==> src/rtl/complex_alu_sched_pkg.sv <==
// rtl/complex_alu_sched_pkg.sv - opcodes, widths and DSP control encodings for the complex ALU scheduler
package complex_alu_sched_pkg;

  localparam int DATA_WIDTH    = 16;
  localparam int ALUMODE_WIDTH = 4;
  localparam int INMODE_WIDTH  = 5;
  localparam int OPMODE_WIDTH  = 7;

  localparam logic [2:0] OP_MUL    = 3'b100;
  localparam logic [2:0] OP_MULSUB = 3'b110;
  localparam logic [2:0] OP_MULADD = 3'b111;

  localparam logic [OPMODE_WIDTH-1:0]  OPMODE_M     = 7'b0000101;
  localparam logic [OPMODE_WIDTH-1:0]  OPMODE_CM    = 7'b0110101;
  localparam logic [ALUMODE_WIDTH-1:0] ALUMODE_ADD  = 4'b0000;
  localparam logic [ALUMODE_WIDTH-1:0] ALUMODE_ZSUB = 4'b0011;
  localparam logic [INMODE_WIDTH-1:0]  INMODE_A2B2  = 5'b00000;

  typedef struct packed {
    logic [4*ALUMODE_WIDTH-1:0] alumode;
    logic [4*INMODE_WIDTH-1:0]  inmode;
    logic [4*OPMODE_WIDTH-1:0]  opmode;
    logic [3:0]                 cea2;
    logic [3:0]                 ceb2;
    logic [3:0]                 usemult;
    logic                       legal;
  } dsp_ctl_t;

  // Core 1 sits in the MSBs; cores 1 and 3 form the real/imag accumulator lanes.
  function automatic dsp_ctl_t decode_op(input logic [2:0] op);
    dsp_ctl_t c;
    c = '0;
    case (op)
      OP_MUL, OP_MULSUB, OP_MULADD: begin
        c.legal   = 1'b1;
        c.cea2    = 4'b1111;
        c.ceb2    = 4'b1111;
        c.usemult = 4'b1111;
        c.inmode  = {4{INMODE_A2B2}};
        c.opmode  = {4{OPMODE_M}};
        c.alumode = {4{ALUMODE_ADD}};
        if (op != OP_MUL) begin
          c.opmode = {OPMODE_CM, OPMODE_M, OPMODE_CM, OPMODE_M};
        end
        if (op == OP_MULSUB) begin
          c.alumode = {ALUMODE_ZSUB, ALUMODE_ADD, ALUMODE_ZSUB, ALUMODE_ADD};
        end
      end
      default: c = '0;
    endcase
    return c;
  endfunction

endpackage

==> src/rtl/calu_res_fifo.sv <==
// rtl/calu_res_fifo.sv - first-word fall-through result FIFO holding {data, tag}
module calu_res_fifo #(
  parameter int DEPTH = 8,
  parameter int W     = 36
) (
  input  logic                     clk,
  input  logic                     rst_n,
  input  logic                     push,
  input  logic [W-1:0]             wdata,
  input  logic                     pop,
  output logic                     out_valid,
  output logic [W-1:0]             rdata,
  output logic [$clog2(DEPTH):0]   count
);

  localparam int AW = $clog2(DEPTH);
  localparam int CW = AW + 1;

  logic [W-1:0]  mem_q [DEPTH];
  logic [W-1:0]  mem_d [DEPTH];
  logic [AW-1:0] wr_ptr_q, wr_ptr_d;
  logic [AW-1:0] rd_ptr_q, rd_ptr_d;
  logic [CW-1:0] count_q, count_d;

  always_comb begin
    mem_d = mem_q;
    if (push) begin
      mem_d[wr_ptr_q] = wdata;
    end
    wr_ptr_d = wr_ptr_q + AW'(push);
    rd_ptr_d = rd_ptr_q + AW'(pop);
    count_d  = count_q + CW'(push) - CW'(pop);
  end

  always_ff @(posedge clk) begin
    mem_q <= mem_d;
  end

  always_ff @(posedge clk or negedge rst_n) begin
    if (!rst_n) begin
      wr_ptr_q <= '0;
      rd_ptr_q <= '0;
      count_q  <= '0;
    end else begin
      wr_ptr_q <= wr_ptr_d;
      rd_ptr_q <= rd_ptr_d;
      count_q  <= count_d;
    end
  end

  assign out_valid = (count_q != '0);
  assign rdata     = mem_q[rd_ptr_q];
  assign count     = count_q;

  a_no_overflow: assert property (@(posedge clk) disable iff (!rst_n)
    !(push && (count_q == CW'(DEPTH))));

endmodule

==> src/rtl/complex_alu_sched.sv <==
// rtl/complex_alu_sched.sv - issue controller and result sequencer for the 4-DSP complex ALU
// Optional perf counters are built when CALU_PERF_CNT_EN is defined.
module complex_alu_sched
  import complex_alu_sched_pkg::*;
#(
  parameter int ALU_LAT   = 5,
  parameter int RES_DEPTH = 8,
  parameter int TAG_W     = 4
) (
  input  logic                        clk,
  input  logic                        rst,
  input  logic                        in_valid,
  output logic                        in_ready,
  input  logic [2:0]                  in_opcode,
  input  logic [TAG_W-1:0]            in_tag,
  input  logic [2*DATA_WIDTH-1:0]     in_din_1,
  input  logic [2*DATA_WIDTH-1:0]     in_din_2,
  input  logic [2*DATA_WIDTH-1:0]     in_din_3,
  output logic [2:0]                  alu_opcode,
  output logic [4*ALUMODE_WIDTH-1:0]  alu_alumode,
  output logic [4*INMODE_WIDTH-1:0]   alu_inmode,
  output logic [4*OPMODE_WIDTH-1:0]   alu_opmode,
  output logic [3:0]                  alu_cea2,
  output logic [3:0]                  alu_ceb2,
  output logic [3:0]                  alu_usemult,
  output logic [2*DATA_WIDTH-1:0]     alu_din_1,
  output logic [2*DATA_WIDTH-1:0]     alu_din_2,
  output logic [2*DATA_WIDTH-1:0]     alu_din_3,
  input  logic [2*DATA_WIDTH-1:0]     alu_dout,
  output logic                        out_valid,
  input  logic                        out_ready,
  output logic [2*DATA_WIDTH-1:0]     out_data,
  output logic [TAG_W-1:0]            out_tag,
  output logic                        err_illegal,
  output logic                        busy
`ifdef CALU_PERF_CNT_EN
  ,
  output logic [31:0]                 perf_issued,
  output logic [31:0]                 perf_stall,
  output logic [15:0]                 perf_illegal
`endif
);

  localparam int DW2   = 2 * DATA_WIDTH;
  localparam int CNT_W = $clog2(RES_DEPTH) + 1;
  localparam int SUM_W = $clog2(RES_DEPTH + ALU_LAT + 2) + 1;

  dsp_ctl_t                      ctl, ctl_q, ctl_d;
  logic [2:0]                    op_q, op_d;
  logic [DW2-1:0]                din1_q, din1_d, din2_q, din2_d, din3_q, din3_d;
  logic [TAG_W-1:0]              issue_tag_q, issue_tag_d;
  logic [ALU_LAT-1:0]            vpipe_q, vpipe_d;
  logic [ALU_LAT-1:0][TAG_W-1:0] tpipe_q, tpipe_d;
  logic                          in_ready_q, in_ready_d;
  logic                          err_q, err_d;
  logic                          busy_q, busy_d;

  logic                          accept, legal_acc, push, pop;
  logic [CNT_W-1:0]              fifo_count, count_d;
  logic [SUM_W-1:0]              total_d;

  assign accept    = in_valid & in_ready_q;
  assign legal_acc = accept & ctl.legal;
  assign push      = vpipe_q[ALU_LAT-1];
  assign pop       = out_valid & out_ready;

  always_comb begin
    ctl         = decode_op(in_opcode);
    ctl_d       = '0;
    op_d        = '0;
    din1_d      = '0;
    din2_d      = '0;
    din3_d      = '0;
    issue_tag_d = '0;
    if (legal_acc) begin
      ctl_d       = ctl;
      op_d        = in_opcode;
      din1_d      = in_din_1;
      din2_d      = in_din_2;
      din3_d      = in_din_3;
      issue_tag_d = in_tag;
    end
    vpipe_d = {vpipe_q[ALU_LAT-2:0], ctl_q.legal};
    tpipe_d = {tpipe_q[ALU_LAT-2:0], issue_tag_q};

    count_d = fifo_count;
    if (push && !pop) begin
      count_d = fifo_count + CNT_W'(1);
    end else if (!push && pop) begin
      count_d = fifo_count - CNT_W'(1);
    end

    // Every legal op is counted exactly once: issue reg, valid pipe, or FIFO.
    total_d = SUM_W'(count_d) + SUM_W'(ctl_d.legal);
    for (int i = 0; i < ALU_LAT; i++) begin
      total_d = total_d + SUM_W'(vpipe_d[i]);
    end
    in_ready_d = (total_d < SUM_W'(RES_DEPTH));
    busy_d     = (total_d != '0);
    err_d      = accept & ~ctl.legal;
  end

  always_ff @(posedge clk or negedge rst) begin
    if (!rst) begin
      ctl_q       <= '0;
      op_q        <= '0;
      din1_q      <= '0;
      din2_q      <= '0;
      din3_q      <= '0;
      issue_tag_q <= '0;
      vpipe_q     <= '0;
      tpipe_q     <= '0;
      in_ready_q  <= 1'b0;
      err_q       <= 1'b0;
      busy_q      <= 1'b0;
    end else begin
      ctl_q       <= ctl_d;
      op_q        <= op_d;
      din1_q      <= din1_d;
      din2_q      <= din2_d;
      din3_q      <= din3_d;
      issue_tag_q <= issue_tag_d;
      vpipe_q     <= vpipe_d;
      tpipe_q     <= tpipe_d;
      in_ready_q  <= in_ready_d;
      err_q       <= err_d;
      busy_q      <= busy_d;
    end
  end

  calu_res_fifo #(
    .DEPTH (RES_DEPTH),
    .W     (DW2 + TAG_W)
  ) u_res_fifo (
    .clk       (clk),
    .rst_n     (rst),
    .push      (push),
    .wdata     ({alu_dout, tpipe_q[ALU_LAT-1]}),
    .pop       (pop),
    .out_valid (out_valid),
    .rdata     ({out_data, out_tag}),
    .count     (fifo_count)
  );

  assign in_ready    = in_ready_q;
  assign err_illegal = err_q;
  assign busy        = busy_q;
  assign alu_opcode  = op_q;
  assign alu_alumode = ctl_q.alumode;
  assign alu_inmode  = ctl_q.inmode;
  assign alu_opmode  = ctl_q.opmode;
  assign alu_cea2    = ctl_q.cea2;
  assign alu_ceb2    = ctl_q.ceb2;
  assign alu_usemult = ctl_q.usemult;
  assign alu_din_1   = din1_q;
  assign alu_din_2   = din2_q;
  assign alu_din_3   = din3_q;

`ifdef CALU_PERF_CNT_EN
  logic [31:0] perf_issued_q, perf_issued_d;
  logic [31:0] perf_stall_q, perf_stall_d;
  logic [15:0] perf_illegal_q, perf_illegal_d;

  always_comb begin
    perf_issued_d  = perf_issued_q + 32'(legal_acc);
    perf_stall_d   = perf_stall_q + 32'(in_valid & ~in_ready_q);
    perf_illegal_d = perf_illegal_q + 16'(err_d);
  end

  always_ff @(posedge clk or negedge rst) begin
    if (!rst) begin
      perf_issued_q  <= '0;
      perf_stall_q   <= '0;
      perf_illegal_q <= '0;
    end else begin
      perf_issued_q  <= perf_issued_d;
      perf_stall_q   <= perf_stall_d;
      perf_illegal_q <= perf_illegal_d;
    end
  end

  assign perf_issued  = perf_issued_q;
  assign perf_stall   = perf_stall_q;
  assign perf_illegal = perf_illegal_q;
`endif

endmodule

==> config.mk <==
export PLATFORM = sky130hd
export DESIGN_NAME = complex_alu_sched
export DESIGN_NICKNAME = d
export VERILOG_FILES = /design/src/rtl/complex_alu_sched_pkg.sv /design/src/rtl/calu_res_fifo.sv /design/src/rtl/complex_alu_sched.sv
export SDC_FILE = /design/constraint.sdc
export NUM_CORES = 1
export LEC_CHECK = 0
export ABC_AREA = 0
export CAP_MARGIN = 0
export CORE_MARGIN = 4
export CORE_UTILIZATION = 46
export DETAILED_ROUTE_END_ITERATION = 12
export GPL_TIMING_DRIVEN = 0
export PLACE_DENSITY = 0.76
export SLEW_MARGIN = 25
export SYNTH_ARGS = -nofsm -noshare
export SYNTH_HDL_FRONTEND = slang
export SYNTH_SLANG_ARGS = --single-unit
==> constraint.sdc <==
create_clock -name clk -period 3.3 [get_ports clk]
set_input_delay 0.495 -clock clk [delete_from_list [all_inputs] [get_ports clk]]
set_output_delay 0.495 -clock clk [all_outputs]
set_load 0.03 [all_outputs]
Word-level counts from Yosys, hierarchy flattened
Index checks and enable logic that the tools add are counted.
{"block": "word_totals", "register_bits": 506, "output_inout_bits": 215, "word_cells": 84, "ramBits": 0, "latchBits": 0, "mem_bits_ro": 0, "n_memories": 0, "inputBits": 139}
{"block": "classes", "magnitude_cmp": 4, "n_div": 0, "bitwise_logic": 7, "shifts": 0, "eq_ne": 4, "n_mul": 0, "n_mux": 17, "reduce_logical": 8, "n_addsub": 12}
{"cell": "bitwise mux 288 bit", "n": 1}
{"cell": "two-way mux 77 bit", "n": 2}
{"cell": "binary-select mux 36 bit (select 3 bit)", "n": 1}
{"cell": "demux 36 bit (select 3 bit)", "n": 1}
{"cell": "two-way mux 36 bit", "n": 3}
{"cell": "two-way mux 32 bit", "n": 3}
{"cell": "two-way mux 27 bit", "n": 1}
{"cell": "adder 5 x 1 -> 5 bit", "n": 5}
{"cell": "two-way mux 14 bit", "n": 1}
{"cell": "two-way mux 4 bit", "n": 3}
{"cell": "equality test 3 bit, second input constant", "n": 3}
{"cell": ">= comparator 4 bit, second input constant", "n": 2}
{"cell": "NOT 3 -> 4 bit", "n": 2}
{"cell": "adder 3 x 1 -> 3 bit", "n": 2}
{"cell": "adder 4 x 1 -> 5 bit", "n": 1}
{"cell": "less-than comparator 5 x 4 -> 1 bit, second input constant", "n": 1}
{"cell": "nonzero test 5 bit", "n": 1}
{"cell": "adder 4 x 1 -> 4 bit", "n": 1}
{"cell": "adder 4 x 1 -> 4 bit, second input constant", "n": 1}
{"cell": "AND 1 bit", "n": 4}
{"cell": "less-than comparator 4 x 1 -> 1 bit, second input constant", "n": 1}
{"cell": "nonzero test 4 bit", "n": 1}
{"cell": "subtractor 4 x 1 -> 4 bit", "n": 1}
{"cell": "subtractor 4 x 1 -> 4 bit, second input constant", "n": 1}
{"cell": "other kinds (6)", "n": 9}

Logic depth before layout (Yosys ltp)
Gate-level depths: netlist of the first run.
{"block": "logic_depth", "ltp_word": 12, "ltp_mapped": 13, "ltp_nobuf": 13}

Cells and area by module
From an unflattened synthesis of the first run, not the netlist that was laid out.
{"block": "hier_totals", "cells_unflattened": 839, "area_unflattened_um2": 16639.7}
{"module": "calu_res_fifo", "seq_area_each_um2": 8898.5, "area_per_inst_um2": 11607.4, "instances": 1, "cells_each": 464}
{"module": "complex_alu_sched", "seq_area_each_um2": 3353.2, "area_per_inst_um2": 5032.3, "instances": 1, "cells_each": 375}

Worst setup path before layout of the first run
Ideal clock, no wire load.
{"block": "synth_path", "path_type": "input port to flip-flop", "start": "input in_opcode[0]", "end": "register busy_q (netlist: busy)", "required_time_ns": 3.169, "arrival_ns": 3.473, "n_path_buf": 1, "path_stages": 12, "setup_time_ns": 0.131, "slack_ns": -0.304, "cell_sequence": "inv_1 > o21ai_0 > nor2_1 > clkbuf_1 > inv_1 > fa_1 > fa_1 > fa_1 > fa_1 > xor2_1 > nand3_1 > or3_1"}
{"element": "start, declared", "line_no": "complex_alu_sched.sv:14", "text": "input logic [2:0] in_opcode,"}
{"element": "end signal, assigned", "line_no": "complex_alu_sched.sv:127", "text": "busy_q <= busy_d;"}
{"element": "end, declared", "line_no": "complex_alu_sched.sv:56", "text": "logic busy_q, busy_d;"}

==> results_dict.tcl, run 1 <==
set metrics [dict create \
    p_leak_uw 0.00892 \
    fp.dieArea_mm2 0.0392 \
    yosysWarnings 0 \
    grt.total_usage 0.198 \
    whs_endpoint "alu_opcode[2]$_DFF_PN0_" \
    cp.required_ns 3.70 \
    hold_depth 3 \
    clk_pin_slew_ns 0.06 \
    r2r_end "busy$_DFF_PN0_" \
    fmax_mhz 309 \
    setup_viol 0 \
    antenna_found_initial 9 \
    r2r_cells 11 \
    boundaryPins 354 \
    final_area_mm2 0.0224 \
    fin_nets 1430 \
    dieHeight_um 198 \
    cts.sink_count 432 \
    gp_congestion 0.825 \
    first_global_vias 9389 \
    yosysUniqueCellTypes 35 \
    hold_path_class "in -> reg" \
    startpoint_type "flop" \
    final_layout_size_suffix_gt1_frac 0.192 \
    via_count 8663 \
    slew_headroom 0.551 \
    seq_area_frac_synth 0.738 \
    dpl.hpwl_um 27500 \
    finalCriticalPeriod_ns 3.24 \
    drt_iter0_markers 445 \
    crit_fanout 3 \
    ir_worst_vdd_uv 629 \
    power.density_mw_per_mm2 713 \
    avgSynthCellArea_um2 19.7 \
    hp-start "in_opcode[2]" \
    firstDrtPassIters 5 \
    ys_seq_elements 432 \
    synth_top_flop_cell "edfxtp_1" \
    finalMaxSlewViolations 0 \
    arrival_ns 3.63 \
    dpl_cell_area_mm2 0.0209 \
    r2r_setup_slack_ns 0.06 \
    ctsHtreeMaxLevel 2 \
    vias_per_cell 4.90 \
    grt_overflow_total 0 \
    cts_made_buffers 44 \
    rsz0062_at_grt "yes" \
    worstMarginPinSlew_ns 0.671 \
    hold_violations 0 \
    fin_worst_skew_ns 0.0238 \
    remaining_drc_errors 0 \
    synth_edf_count 288 \
    cap_violations 0 \
    p_total_uw 16000 \
    rows 69 \
    netlist_instances 842 \
    place_ws_ns -1.26 \
    clock_latency_ns 0.54 \
    die_w_um 198 \
    cts_tree "built" \
    status "finished clean" \
    numPortBuffers 305 \
    synthArstFlopShare 0.333 \
    post-route-period-util 0.980 \
    core_region_area_mm2 0.0356 \
    endpoint_kind "flop" \
    synth_area_mm2 0.0166 \
    area_delta_synth_final_pct 34.9 \
    rr_startpoint "in_ready$_DFF_PN0_" \
    fin_ws_ns 0.0644 \
    critPathKind "reg -> reg" \
    clk_path_buf_depth 3 \
    grt_max_degree 86 \
    initial_utilization 0.467 \
    drtAntennaViolNets 0 \
    post_drt_wl_per_cell_um 22.3 \
    routed_wl_um 39400 \
    cts_root_buf "clkbuf_16" \
    whs_ns 0.287 \
    grt_pass1_wl_um 58100 \
]
power by group:
part           switching [µW]  leakage (µW)  internal [µW]
combinational            2800       0.00373           2360
sequential                156       0.00455           6120
clock                    1950      0.000635           2590
how the worst max path moves through the flow:
stage,startpoint,slack [ns],cells past startpoint,to
after floorplan,in_opcode[0],-0.26,12,busy$_DFF_PN0_
after global placement,rst,-4.11,1,alu_din_1[9]$_DFF_PN0_
after detailed placement,in_opcode[1],-1.26,12,busy$_DFF_PN0_
after CTS,in_opcode[0],-0.06,13,busy$_DFF_PN0_
after global routing,in_ready$_DFF_PN0_,-0.06,11,busy$_DFF_PN0_
final,in_ready$_DFF_PN0_,0.06,11,busy$_DFF_PN0_
critical path, cell delays in order (launching register included):
cell	delay [ns]
dfrtp_1	0.36
nand2_2	0.10
nor2_4	0.11
buf_6	0.11
inv_2	0.04
fa_1	0.47
fa_1	0.53
fa_2	0.40
fa_2	0.42
xor2_1	0.15
nand3_1	0.08
or3_4	0.33
logic make-up after synthesis:
| kind of cell | synth area share |
|---|---|
| compound gates | 0.00196 |
| mux | 0.137 |
| other cells | 0.000226 |
| buf+inv | 0.0486 |
| xor+xnor | 0.00475 |
| flops | 0.738 |
| fa+ha+maj | 0.0208 |
| simple gates | 0.0483 |
per-stage QoR:
stage / util / cells / setup TNS (ns)
after floorplan: - / 889 / -0.264
after global placement: 0.574 / 1655 / -835.04
after detailed placement: 0.588 / 1674 / -2.14
after CTS: 0.625 / 1753 / -0.0573
after global routing: 0.629 / 1768 / -0.0586
final: 0.629 / 1768 / 0
registers in the layout (all words and copies together), names as in the netlist, 4 cells and up:
signal	cells
alu_din_1	32
alu_din_2	32
alu_din_3	32
issue_tag_q	4
tpipe_d	16
tpipe_q	4
u_res_fifo.count	4
u_res_fifo.mem_q	288
vpipe_q	5
cells in the final DEF (no fill, tap or decap), types with 3 or more instances in the layout:
cell / n
clkbuf_8: 3
buf_8: 6
o21ai_0: 3
clkbuf_2: 3
clkdlybuf4s50_1: 264
mux4_1: 64
dlymetal6s2s_1: 12
conb_1: 48
fa_1: 3
nand2_1: 6
dfrtp_1: 141
nand2b_1: 3
mux4_2: 8
nand3_1: 3
ha_1: 18
nor2_1: 4
buf_6: 10
xor2_1: 6
edfxtp_1: 288
dlygate4sd2_1: 28
inv_1: 13
clkbuf_1: 21
clkinv_2: 4
clkbuf_16: 44
diode_2: 8
nor2_4: 7
mux2_2: 36
inv_2: 6
clkinv_1: 10
buf_2: 4
buf_4: 86
buf_16: 12
and2_1: 102
layer usage:
| metal | vias to the layer above | GRT usage | wire (µm) | share of wire |
|---|---|---|---|---|
| li1 | 3925 | - | - | - |
| met5 | - | 0 | 13 | 0.00033 |
| met3 | 55 | 0.0791 | 3660 | 0.093 |
| met1 | 4384 | 0.240 | 14700 | 0.37 |
| met2 | 297 | 0.330 | 20200 | 0.51 |
| met4 | 2 | 0.0602 | 792 | 0.020 |
Yosys cell counts, types with 6 or more instances:
cell type | n | share of area
mux4_2 | 8 | 0.011
nor2_1 | 11 | 0.0025
buf_4 | 73 | 0.033
nand2_1 | 8 | 0.0018
mux4_1 | 64 | 0.10
buf_1 | 8 | 0.0018
dfrtp_1 | 144 | 0.22
buf_6 | 8 | 0.0054
mux2_2 | 36 | 0.024
clkbuf_1 | 11 | 0.0025
edfxtp_1 | 288 | 0.52
inv_1 | 18 | 0.0041
and2_1 | 102 | 0.038
xor2_1 | 6 | 0.0032
ha_1 | 18 | 0.014
area by class of cell:
type / instances / area [µm²]
diodes: 8 / 20.0
clock inverters: 18 / 120
repair buffers: 333 / 3560
multi-input cells: 333 / 3820
flip-flops and latches: 432 / 12300
clock buffers: 59 / 1190
inverters: 19 / 71.3
plain buffers: 105 / 771
fillers: 2522 / 13200
well taps: 461 / 577
what timing repair did:
item / 4_1_cts / 5_1_grt
pin swaps: 2 / 10
resized for setup: 52 / 27
hold buffers: 1 / 0
setup buffers: 1 / 7
setup endpoints to repair: 38 / 10
endpoints found under the hold margin: 59 / 0
(Power assumes the default switching activity.)
==> run 2: changes to the inputs <==
--- a/config.mk
+++ b/config.mk
@@ -11,8 +11,7 @@
 export CORE_UTILIZATION = 46
 export DETAILED_ROUTE_END_ITERATION = 12
 export GPL_TIMING_DRIVEN = 0
-export PLACE_DENSITY = 0.76
-export SLEW_MARGIN = 25
+export PLACE_DENSITY_LB_ADDON = 0.05
 export SYNTH_ARGS = -nofsm -noshare
 export SYNTH_HDL_FRONTEND = slang
 export SYNTH_SLANG_ARGS = --single-unit
==> results_dict.tcl, run 2 (synthesized netlist as in run 1, its figures left out) <==
set metrics [dict create \
    status "finished clean" \
    cp.required_ns 2.80 \
    die_w_um 198 \
    initial_utilization 0.467 \
    routed_wl_um 39100 \
    critical_path.cell_chain "buf_6 > buf_6 > mux4_1 > mux2_2 > clkdlybuf4s50_1" \
    r2r_setup_slack_ns 0.11 \
    fin_nets 1425 \
    grt_pass1_wl_um 57100 \
    cpPeakStageDelay_ns 0.59 \
    largest_reg_flops 288 \
    numPortBuffers 305 \
    boundaryPins 354 \
    first_global_vias 9136 \
    hold_violations 0 \
    top_register "u_res_fifo.mem_q" \
    cts_made_buffers 44 \
    cts_root_buf "clkbuf_16" \
    slew_headroom 0.484 \
    finalMaxSlewViolations 0 \
    drtAntennaViolNets 0 \
    cp_slowest_cell "clkdlybuf4s50_1" \
    p_total_uw 16000 \
    fin_ws_ns 0.105 \
    worstMarginPinSlew_ns 0.774 \
    final_layout_size_suffix_gt1_frac 0.186 \
    setup_viol 0 \
    critPathKind "reg -> out" \
    fp.dieArea_mm2 0.0392 \
    fin_worst_skew_ns 0.00958 \
    ctsHtreeMaxLevel 2 \
    firstDrtPassIters 4 \
    r2r_cells 10 \
    ir_worst_vdd_uv 482 \
    grt_overflow_total 0 \
    clk_pin_slew_ns 0.06 \
    cap_violations 0 \
    clk_path_buf_depth 3 \
    arrival_ns 2.70 \
    drt_iter0_markers 302 \
    rr_startpoint "in_ready$_DFF_PN0_" \
    finalCriticalPeriod_ns 3.20 \
    p_leak_uw 0.00889 \
    area_delta_synth_final_pct 34.1 \
    remaining_drc_errors 0 \
    final_area_mm2 0.0222 \
    final_cells 1756 \
    final_common_cell "edfxtp_1" \
    post-route-period-util 0.968 \
    power.density_mw_per_mm2 719 \
    clock_latency_ns 0.52 \
    rows 69 \
    crit_fanout 10 \
    r2r_end "busy$_DFF_PN0_" \
    via_count 8551 \
    place_inst 1668 \
    core_region_area_mm2 0.0356 \
    cts_tree "built" \
    gp_congestion 0.776 \
    vias_per_cell 4.87 \
    final_cell_mix "edfxtp_1, clkdlybuf4s50_1, dfrtp_1" \
    dpl_cell_area_mm2 0.0208 \
    place_ws_ns -1.23 \
    cts.sink_count 432 \
    post_drt_wl_per_cell_um 22.3 \
    hold_path_class "in -> async" \
    startpoint_type "flop" \
    fin_util 0.626 \
    endpoint_kind "output port" \
    antenna_found_initial 0 \
    grt.total_usage 0.197 \
    grt_max_degree 81 \
    fmax_mhz 313 \
    fill_cells 2641 \
    dieHeight_um 198 \
    dpl.hpwl_um 26900 \
    crit_path_frequent_cell "buf_6" \
    rsz0062_at_grt "yes" \
]
-- run 2: cell type report --
cell class	instances	area, µm²	area share
plain buffers	104	766	0.0344
diodes	1	2.50	0.000112
clock inverters	13	90.1	0.00405
inverters	19	78.8	0.00354
multi-input cells	333	3820	0.172
clock buffers	64	1220	0.0547
well taps	461	577	0.0259
repair buffers	329	3440	0.155
flip-flops and latches	432	12300	0.551
-- run 2: timing repair --
action / 4_1_cts / 5_1_grt
setup buffers: 2 / 9
pin swaps: 1 / 11
endpoints found under the setup margin: 38 / 17
resized for setup: 47 / 33
hold buffers: 0 / 0
-- run 2: worst max-delay path, delay by kind of cell, from the launching register on --
kind,cells,cell delay (ns)
buffers and inverters,3,0.98
multiplexers,2,0.83
flip-flops,1,0.37
-- run 2: worst max path at each step --
stage                                startpoint                 endpoint
2_1_floorplan                      in_opcode[0]           busy$_DFF_PN0_
3_3_place_gp                                rst  alu_din_2[29]$_DFF_PN0_
3_5_place_dp                       in_opcode[1]           busy$_DFF_PN0_
4_1_cts                            in_opcode[0]           busy$_DFF_PN0_
5_1_grt                      in_ready$_DFF_PN0_           busy$_DFF_PN0_
6_report       u_res_fifo.rd_ptr_q[0]$_DFF_PN0_             out_data[16]
-- run 2: stage by stage --
stage | hold slack, ns | setup TNS [ns]
2_1_floorplan | 0.199 | -0.264
3_3_place_gp | 0.333 | -886.86
3_5_place_dp | 0.335 | -2.11
4_1_cts | 0.0252 | -0.0122
5_1_grt | 0.0596 | -0.0151
6_report | 0.0217 | 0
-- run 2: metal layers --
| metal | global-route usage | vias up | wire, µm | part of all wire |
|---|---|---|---|---|
| met3 | 0.0664 | 45 | 3050 | 0.078 |
| met5 | 0 | - | 0 | 0 |
| met1 | 0.243 | 4336 | 14900 | 0.38 |
| met4 | 0.0421 | 0 | 698 | 0.018 |
| li1 | - | 3906 | - | - |
| met2 | 0.342 | 264 | 20400 | 0.52 |
-- run 2: power breakdown --
| group | switching [µW] | internal [µW] | total [µW] |
|---|---|---|---|
| registers | 140 | 6120 | 6260 |
| clock network | 1890 | 2630 | 4510 |
| logic | 2830 | 2390 | 5220 |
==> run 3: changes to the inputs <==
--- a/config.mk
+++ b/config.mk
@@ -8,7 +8,7 @@
 export ABC_AREA = 0
 export CAP_MARGIN = 0
 export CORE_MARGIN = 4
-export CORE_UTILIZATION = 46
+export CORE_UTILIZATION = 40
 export DETAILED_ROUTE_END_ITERATION = 12
 export GPL_TIMING_DRIVEN = 0
 export PLACE_DENSITY_LB_ADDON = 0.05
==> results_dict.tcl, run 3 (synthesized netlist as in run 1, its figures left out) <==
set metrics [dict create \
    setup_viol 0 \
    rr_startpoint "in_ready$_DFF_PN0_" \
    finalMaxSlewViolations 0 \
    status "finished clean" \
    comb_power_share 0.314 \
    place_ws_ns -1.25 \
    clock_latency_ns 0.56 \
    pwr-share-clk 0.297 \
    cts.sink_count 432 \
    core_region_area_mm2 0.0409 \
    whs_ns 0.303 \
    startpoint_type "input pin" \
    final_cell_mix "edfxtp_1, clkdlybuf4s50_1, dfrtp_1" \
    antenna_found_initial 5 \
    grt_max_degree 89 \
    clk_path_buf_depth 3 \
    cts_root_buf "clkbuf_16" \
    r2r_end "busy$_DFF_PN0_" \
    ir_worst_vdd_uv 402 \
    fp.dieArea_mm2 0.0448 \
    final_common_cell "edfxtp_1" \
    cp_slowest_cell "fa_1" \
    endpoint_kind "flop" \
    post_drt_wl_per_cell_um 21.9 \
    r2r_cells 10 \
    fin_nets 1423 \
    worstMarginPinSlew_ns 0.894 \
    dieHeight_um 212 \
    via_count 8474 \
    p_switching_uw 4940 \
    vias_per_cell 4.62 \
    firstDrtPassIters 4 \
    critical_path.cell_chain "clkdlybuf4s50_1 > o21ai_4 > nor2_2 > buf_6 > inv_2 > fa_1 > fa_1 > fa_2 > fa_2 > nand3_1 > or3_1" \
    grt_overflow_total 0 \
    arrival_ns 3.67 \
    hold_path_class "in -> reg" \
    crit_start "in_opcode[2]" \
    routed_wl_um 40200 \
    initial_utilization 0.406 \
    drt_iter0_markers 393 \
    cts_tree "built" \
    clk_pin_slew_ns 0.06 \
    gp_congestion 0.763 \
    finalCriticalPeriod_ns 3.24 \
    crit_fanout 3 \
    largest_reg_flops 288 \
    slew_headroom 0.403 \
    rsz0062_at_grt "yes" \
    drtAntennaViolNets 0 \
    final_layout_size_suffix_gt1_frac 0.185 \
    top_register "u_res_fifo.mem_q" \
    critPathKind "in -> reg" \
    r2r_setup_slack_ns 0.13 \
    boundaryPins 354 \
    grt.total_usage 0.179 \
    remaining_drc_errors 0 \
    cpPeakStageDelay_ns 0.52 \
    p_leak_uw 0.00883 \
    first_global_vias 9154 \
    grt_pass1_wl_um 58700 \
    cp.required_ns 3.73 \
    post-route-period-util 0.982 \
    die_w_um 212 \
    fin_worst_skew_ns 0.0179 \
    worstSetupEndpoint "busy$_DFF_PN0_" \
    p_int_uw 11200 \
    rows 74 \
    ctsHtreeMaxLevel 2 \
    pwr-share-seq 0.389 \
    dpl.hpwl_um 27900 \
    cap_violations 0 \
    cts_made_buffers 46 \
    area_delta_synth_final_pct 35.0 \
    fin_ws_ns 0.0610 \
    numPortBuffers 305 \
    power.density_mw_per_mm2 720 \
    swShare 0.306 \
    hold_violations 0 \
    fmax_mhz 309 \
]
-- run 3: per-stage QoR --
| step | power [µW] | cell area (µm²) | utilization | cells | TNS [ns] |
|---|---|---|---|---|---|
| after CTS | 16400 | 22400 | 0.546 | 1828 | 0 |
| after global placement | 11700 | 20500 | 0.501 | 1726 | -939.30 |
| after detailed placement | 11800 | 20900 | 0.512 | 1741 | -2.13 |
| after global routing | 16900 | 22400 | 0.547 | 1834 | -0.0614 |
| after floorplan | 9700 | 16800 | - | 889 | -0.264 |
| final | 16100 | 22400 | 0.547 | 1834 | 0 |
-- run 3: how the worst min path moves through the flow --
stage                                     end                 start  slack, ns  depth (start not counted)
detailed placement      tpipe_d[11]$_DFF_PN0_  tpipe_d[7]$_DFF_PN0_       0.33                          0
global route         alu_opmode[25]$_DFF_PN0_          in_opcode[1]       0.29                          2
CTS                     tpipe_d[11]$_DFF_PN0_  tpipe_d[7]$_DFF_PN0_       0.35                          0
floorplan           alu_alumode[12]$_DFF_PN0_                   rst       0.20                          0
finish                alu_opcode[1]$_DFF_PN0_          in_opcode[1]       0.30                          2
global placement        tpipe_d[11]$_DFF_PN0_  tpipe_d[7]$_DFF_PN0_       0.33                          0
-- run 3: power groups by stage --
stage / clock (µW) / combinational (µW) / sequential [µW]
floorplan: 0 / 3170 / 6530
global placement: 0 / 5280 / 6380
detailed placement: 0 / 5380 / 6380
CTS: 4950 / 5190 / 6270
global route: 5160 / 5430 / 6310
finish: 4790 / 5060 / 6270
-- run 3: what timing repair did --
action                     CTS  global route
hold buffers                 1             0
resized for setup           59             9
setup endpoints to repair   38             2
pin swaps                    2             5
buffers inserted             1             2
hold endpoints to repair    56             0
-- run 3: routing by layer --
metal	global-route usage	vias to the layer above	routed length [µm]
li1	-	3907	-
met1	0.216	4249	15700
met2	0.292	257	19800
met3	0.0720	61	3610
met4	0.0655	0	1080
met5	0	-	0
-- run 3: critical path: cells and delay by family --
kind / cells / cell delay (ns)
AOI/OAI and AO/OA: 1 / 0.07
adders and majority gates: 4 / 1.91
buffers and inverters: 3 / 0.67
and+or+nand+nor: 3 / 0.52
-- run 3: cell type report --
| cell class | count | area [µm²] |
|---|---|---|
| fillers | 3349 | 18500 |
| flip-flops and latches | 432 | 12300 |
| multi-input cells | 333 | 3800 |
| repair buffers | 324 | 3420 |
| clock buffers | 70 | 1300 |
| plain buffers | 105 | 772 |
| well taps | 532 | 666 |
| clock inverters | 15 | 96.3 |
| inverters | 19 | 71.3 |
| diodes | 4 | 10.0 |
